### config.mk
export PLATFORM = sky130hd
export DESIGN_NAME = red_l1_to_int
export DESIGN_NICKNAME = d
export VERILOG_FILES = /design/src/rtl/red_l1_to_int.sv
export SDC_FILE = /design/constraint.sdc
export NUM_CORES = 1
export LEC_CHECK = 0
export CAP_MARGIN = 20
export CORE_MARGIN = 10
export CORE_UTILIZATION = 41
export DETAILED_ROUTE_END_ITERATION = 6
export PLACE_DENSITY_LB_ADDON = 0.05
export SLEW_MARGIN = 20
export SYNTH_ARGS = -nofsm -noshare
export SYNTH_HDL_FRONTEND = slang
export SYNTH_SLANG_ARGS = --single-unit
### constraint.sdc
create_clock -name clk -period 8.2 [get_ports clk]
set_input_delay 0.82 -clock clk [delete_from_list [all_inputs] [get_ports clk]]
set_output_delay 0.82 -clock clk [all_outputs]
set_load 0.01 [all_outputs]
### src/rtl/red_l1_to_int.sv
// red_l1_to_int: serial normaliser from a redundant L1 limb vector to a plain
// binary integer. One limb is resolved per clock, LSB limb first, and the carry
// is rippled into the next limb. Any carry left after the top limb means the
// value does not fit in OUT_W bits, and it is reported on ovf.
//
// state | meaning
// ------+-------------------------------------------------------------
// IDLE  | waiting for a vector; in_ready high once out of reset
// RUN   | resolving limb cnt_q, one limb per clock
// DONE  | result on dout/ovf, out_valid high until out_ready
module red_l1_to_int #(
    parameter int N_LIMB = 4,
    parameter int STRIDE = 72,
    parameter int EXT    = 4,
    parameter int OUT_W  = N_LIMB * STRIDE
) (
    input  logic                             clk,
    input  logic                             rstn,
    input  logic                             in_valid,
    output logic                             in_ready,
    input  logic [N_LIMB*(STRIDE+EXT)-1:0]   din,
    output logic                             out_valid,
    input  logic                             out_ready,
    output logic [OUT_W-1:0]                 dout,
    output logic                             ovf
);

    localparam int LW = STRIDE + EXT;
    localparam int SW = LW + 1;
    localparam int CW = (N_LIMB > 1) ? $clog2(N_LIMB) : 1;
    localparam logic [CW-1:0] LAST = CW'(N_LIMB - 1);

    typedef enum logic [1:0] {
        IDLE = 2'd0,
        RUN  = 2'd1,
        DONE = 2'd2
    } state_t;

    state_t                    state_q, state_d;
    logic [N_LIMB*LW-1:0]      limb_q,  limb_d;
    logic [EXT:0]              carry_q, carry_d;
    logic [CW-1:0]             cnt_q,   cnt_d;
    logic [OUT_W-1:0]          dout_q,  dout_d;
    logic                      ovf_q,   ovf_d;
    // arm_q keeps in_ready low while reset is asserted and for no longer than
    // the first clock after release, without giving in_ready an input path.
    logic                      arm_q;

    logic [LW-1:0]             limb_cur;
    logic [SW-1:0]             sum;

    // Current limb plus incoming carry; the sum always fits in SW bits.
    always_comb begin
        limb_cur = limb_q[cnt_q*LW +: LW];
        sum      = SW'(limb_cur) + SW'(carry_q);
    end

    // Next-state and datapath update.
    always_comb begin
        state_d = state_q;
        limb_d  = limb_q;
        carry_d = carry_q;
        cnt_d   = cnt_q;
        dout_d  = dout_q;
        ovf_d   = ovf_q;
        case (state_q)
            IDLE: begin
                if (in_valid && arm_q) begin
                    limb_d  = din;
                    carry_d = '0;
                    cnt_d   = '0;
                    dout_d  = '0;
                    ovf_d   = 1'b0;
                    state_d = RUN;
                end
            end
            RUN: begin
                dout_d[cnt_q*STRIDE +: STRIDE] = sum[STRIDE-1:0];
                carry_d = sum[SW-1:STRIDE];
                cnt_d   = cnt_q + CW'(1);
                if (cnt_q == LAST) begin
                    ovf_d   = |sum[SW-1:STRIDE];
                    cnt_d   = '0;
                    state_d = DONE;
                end
            end
            DONE: begin
                if (out_ready) begin
                    state_d = IDLE;
                end
            end
            default: state_d = IDLE;
        endcase
    end

    // State and datapath registers; reset aborts any vector in flight.
    always_ff @(posedge clk or negedge rstn) begin
        if (!rstn) begin
            state_q <= IDLE;
            limb_q  <= '0;
            carry_q <= '0;
            cnt_q   <= '0;
            dout_q  <= '0;
            ovf_q   <= 1'b0;
            arm_q   <= 1'b0;
        end else begin
            state_q <= state_d;
            limb_q  <= limb_d;
            carry_q <= carry_d;
            cnt_q   <= cnt_d;
            dout_q  <= dout_d;
            ovf_q   <= ovf_d;
            arm_q   <= 1'b1;
        end
    end

    // Handshake outputs decode registered state only.
    always_comb begin
        in_ready  = (state_q == IDLE) && arm_q;
        out_valid = (state_q == DONE);
        dout      = dout_q;
        ovf       = ovf_q;
    end

endmodule

==> metrics.md <==
| Metric | Value |
|---|---|
| Run status | `finished, violations left` |
| Cell family with most CP delay | `multiplexers` |
| Core area | `71,600 um^2` |
| Num CTS Buffers | `70` |
| Clock network fraction of total power | `18.3%` |
| Setup TNS | `0 ns` |
| Crit path top cell by count | `mux2i_1` |
| Internal Power | `9.33 mW` |
| Post-Syn Nets | `3,434` |
| Clock-pin slew on the worst setup and hold paths | `0.06 ns` |
| Clk sinks | `603` |
| Warnings from Yosys | `0` |
| Final Skew | `0.0296 ns` |
| Startpoint Class | `flop` |
| Initial antenna violation count | `5` |
| Final GP Congestion | `0.982` |
| Sw frac | `48.6%` |
| Seq/Total Area, Yosys | `50.9%` |
| Leak Pwr | `17.5 nW` |
| Largest net degree at the start of global routing | `175` |
| Crit Path Max Fanout | `39` |
| Worst path max stage delay | `0.95 ns` |
| Vias in the first global route | `27,300` |
| Power density cells | `466 nW/um^2` |
| VDD IR-drop max | `0.250 mV` |
| Die height | `289 um` |
| Max Cap Viol | `0` |
| Overall routed net length | `134,000 um` |
| Avg Vias per Cell | `5.88` |
| Worst-Margin Slew | `1.25 ns` |
| Layout cell share with drive strength beyond 1 | `8.32%` |
| Chip width | `289 um` |
| Most frequent cells in the layout | `nand2_1 (1,152), dfrtp_1 (601), clkdlybuf4s50_1 (597)` |
| RSZ-0062 raised after global routing | `no` |
| H-tree depth | `3` |
| Synth Instances | `3,113` |
| PortBufs | `598` |
| FF/Latch Area | `15,100 um^2` |
| Nets | `3,961` |
| Rel. slew slack | `16.5%` |
| Setup crit end kind | `flop` |
| DR vias | `27,300` |
| Post-cts sizing count | `0` |
| Critical Path RT | `8.72 ns` |
| Residual DRC | `11` |
| Combinational power share | `54.4%` |
| Total grt overflow | `0` |
| Failing checks | `DRC` |
| Synth-to-layout area growth | `31.2%` |
| Final Power | `18.1 mW` |
| Minimum clock period | `6.01 ns` |
| Setup Viol. Count Final | `0` |
| CTS max path bufs | `3` |
| Post-synth EDFFs | `0` |
| FMAX | `166 MHz` |
| Filler Cell Count | `6,510` |
| Seq pwr share | `27.3%` |
| CP Cell Sequence | `buf_4 > mux4_2 > ha_1 > inv_1 > o21ba_2 > or4_4 > nor4_2 > xnor2_1 > mux2i_1 > mux2i_1 > o221ai_1` |
| Setup Buffers After CTS | `0` |
| Hold_buf cts | `0` |
| GRT Overall Usage | `31.2%` |
| Async set-reset flop share out of synthesis | `100%` |
| Prevailing post-synth register cell | `dfrtp_1` |
| FF-to-FF Start | `cnt_q[0]` |
| Synthesized area per cell | `9.53 um^2` |
| Wirelength per Cell | `28.9 um` |
| CP arrival | `6.53 ns` |
| CTS root buffer | `clkbuf_16` |
| FP Rows | `98` |
| Mapped cell area | `29,700 um^2` |
| Commonest non-fill, non-tap cell in the layout | `nand2_1` |
| Clock latency on the worst-skew pair | `0.63 ns` |
| TritonCTS clock tree | `done` |
| Half-perimeter wire length after placement | `99,700 um` |
| Drt pass-1 iters | `7` |
| Tcrit/Tclk final | `73.3%` |
| Netlist cell types | `85` |
| Starting density of the core | `41.4%` |
| Routed Antenna Nets | `0` |
| Iteration-0 DRC Markers | `2,937` |
| Yosys reg bits | `603` |
| Psw | `8.81 mW` |
| Multi-input gate area | `13,700 um^2` |
| First-pass GRT wire length | `193,000 um` |
| Crit Path Class | `reg -> reg` |
| Critical path launch point | `cnt_q[0]` |
| IO Count | `599` |
| DIE AREA | `83,500 um^2` |
| Crit path max-delay cell type | `dfrtp_4` |
| Buf/Inv on CP | `2` |
| Endpoints failing hold | `0` |
| Slew Viols, Final | `0` |
| Worst min path class | `in -> async` |
registers in the layout, indices dropped and copies added, names as in the netlist:
register / cells
carry_q: 5
state_q: 2
cnt_q: 2
limb_q: 304
arm_q: 1
dout: 288
ovf: 1
kinds of logic after synthesis:
group | synth area share [%]
adders and majority gates | 0.574
AOI/OAI and AO/OA | 12.6
DFF | 50.9
other | 0.0126
buffers and inverters | 3.29
muxes | 8.94
xor gates and xnor gates | 2.35
and+or+nand+nor | 21.4
through the flow:
step / instance area [um^2] / instances / util [%] / setup WS [ns] / hold WS, ns
finish: 38900 / 4644 / 54.4 / 2.19 / 0.229
detailed placement: 36500 / 4518 / 50.9 / 2.40 / 0.457
CTS: 38900 / 4642 / 54.3 / 2.37 / 0.263
floorplan: 29700 / 3113 / - / 2.53 / 0.437
global placement: 36400 / 4516 / 50.9 / 2.28 / 0.451
global route: 38900 / 4644 / 54.4 / 2.16 / 0.281
cell type report:
cell class / instances / share of cell area (%)
Clock buffer: 101 / 5.45
Timing Repair Buffer: 650 / 16.6
Multi-Input combinational cell: 2301 / 35.1
Antenna cell: 2 / 0.0129
Tap cell: 950 / 3.05
Clock inverter: 23 / 0.861
Inverter: 14 / 0.138
Sequential cell: 603 / 38.8
layer usage:
metal	part of all wire (%)	vias to the layer above	track usage, %
li1	-	11900	-
met1	40	13800	40.1
met2	48	1394	51.3
met3	8.2	258	6.73
met4	4.1	2	11.7
met5	0.0089	-	0
worst paths after layout:
kind	to	slack (ns)	cells after the start
max	dout[26]	2.19	11
min	dout[233]	0.23	1
max reg2reg	dout[26]	2.19	11
min reg2reg	dout[252]	0.47	2
max in group asynchronous	limb_q[202]	6.39	2
min in group clk	dout[252]	0.47	2
Yosys cell counts, types with 7 or more instances:
cell type,count,share of area [%]
nand2_1,1153,15
dfrtp_1,603,51
o21ai_0,162,2.7
clkbuf_1,159,2.0
nor2_1,130,1.6
a21oi_1,72,1.2
a22oi_1,71,1.8
mux2i_1,53,1.8
mux4_2,53,4.0
o221ai_1,45,1.3
nor3_1,42,0.71
nand3_1,41,0.69
xnor2_1,41,1.2
xor2_1,33,0.97
a221o_1,31,1.0
nand4_1,27,0.57
a22o_1,25,0.74
mux2_2,25,0.95
a221oi_1,20,0.59
nor4_1,20,0.42
mux4_1,19,1.7
and2_1,17,0.36
and3_1,16,0.34
buf_6,14,0.53
inv_1,13,0.16
ha_1,12,0.51
a2bb2oi_1,11,0.32
and4_1,10,0.30
nand2b_1,10,0.21
nor2b_1,10,0.21
a211oi_1,9,0.23
buf_2,9,0.15
a31oi_1,8,0.17
o211ai_1,8,0.20
o21ai_1,8,0.13
or3_1,8,0.17
a21o_1,7,0.18
a222oi_1,7,0.24
a32oi_1,7,0.21
power groups by stage:
stage | Combinational [mW] | Sequential, mW | Clock [mW]
finish | 9.87 | 4.96 | 3.31
floorplan | 4.94 | 4.82 | 0
CTS | 9.65 | 4.96 | 3.35
detailed placement | 9.62 | 5.00 | 0
global placement | 9.54 | 4.95 | 0
global route | 10.2 | 5.08 | 3.49
No activity file was read; power rests on OpenSTA's default activity.
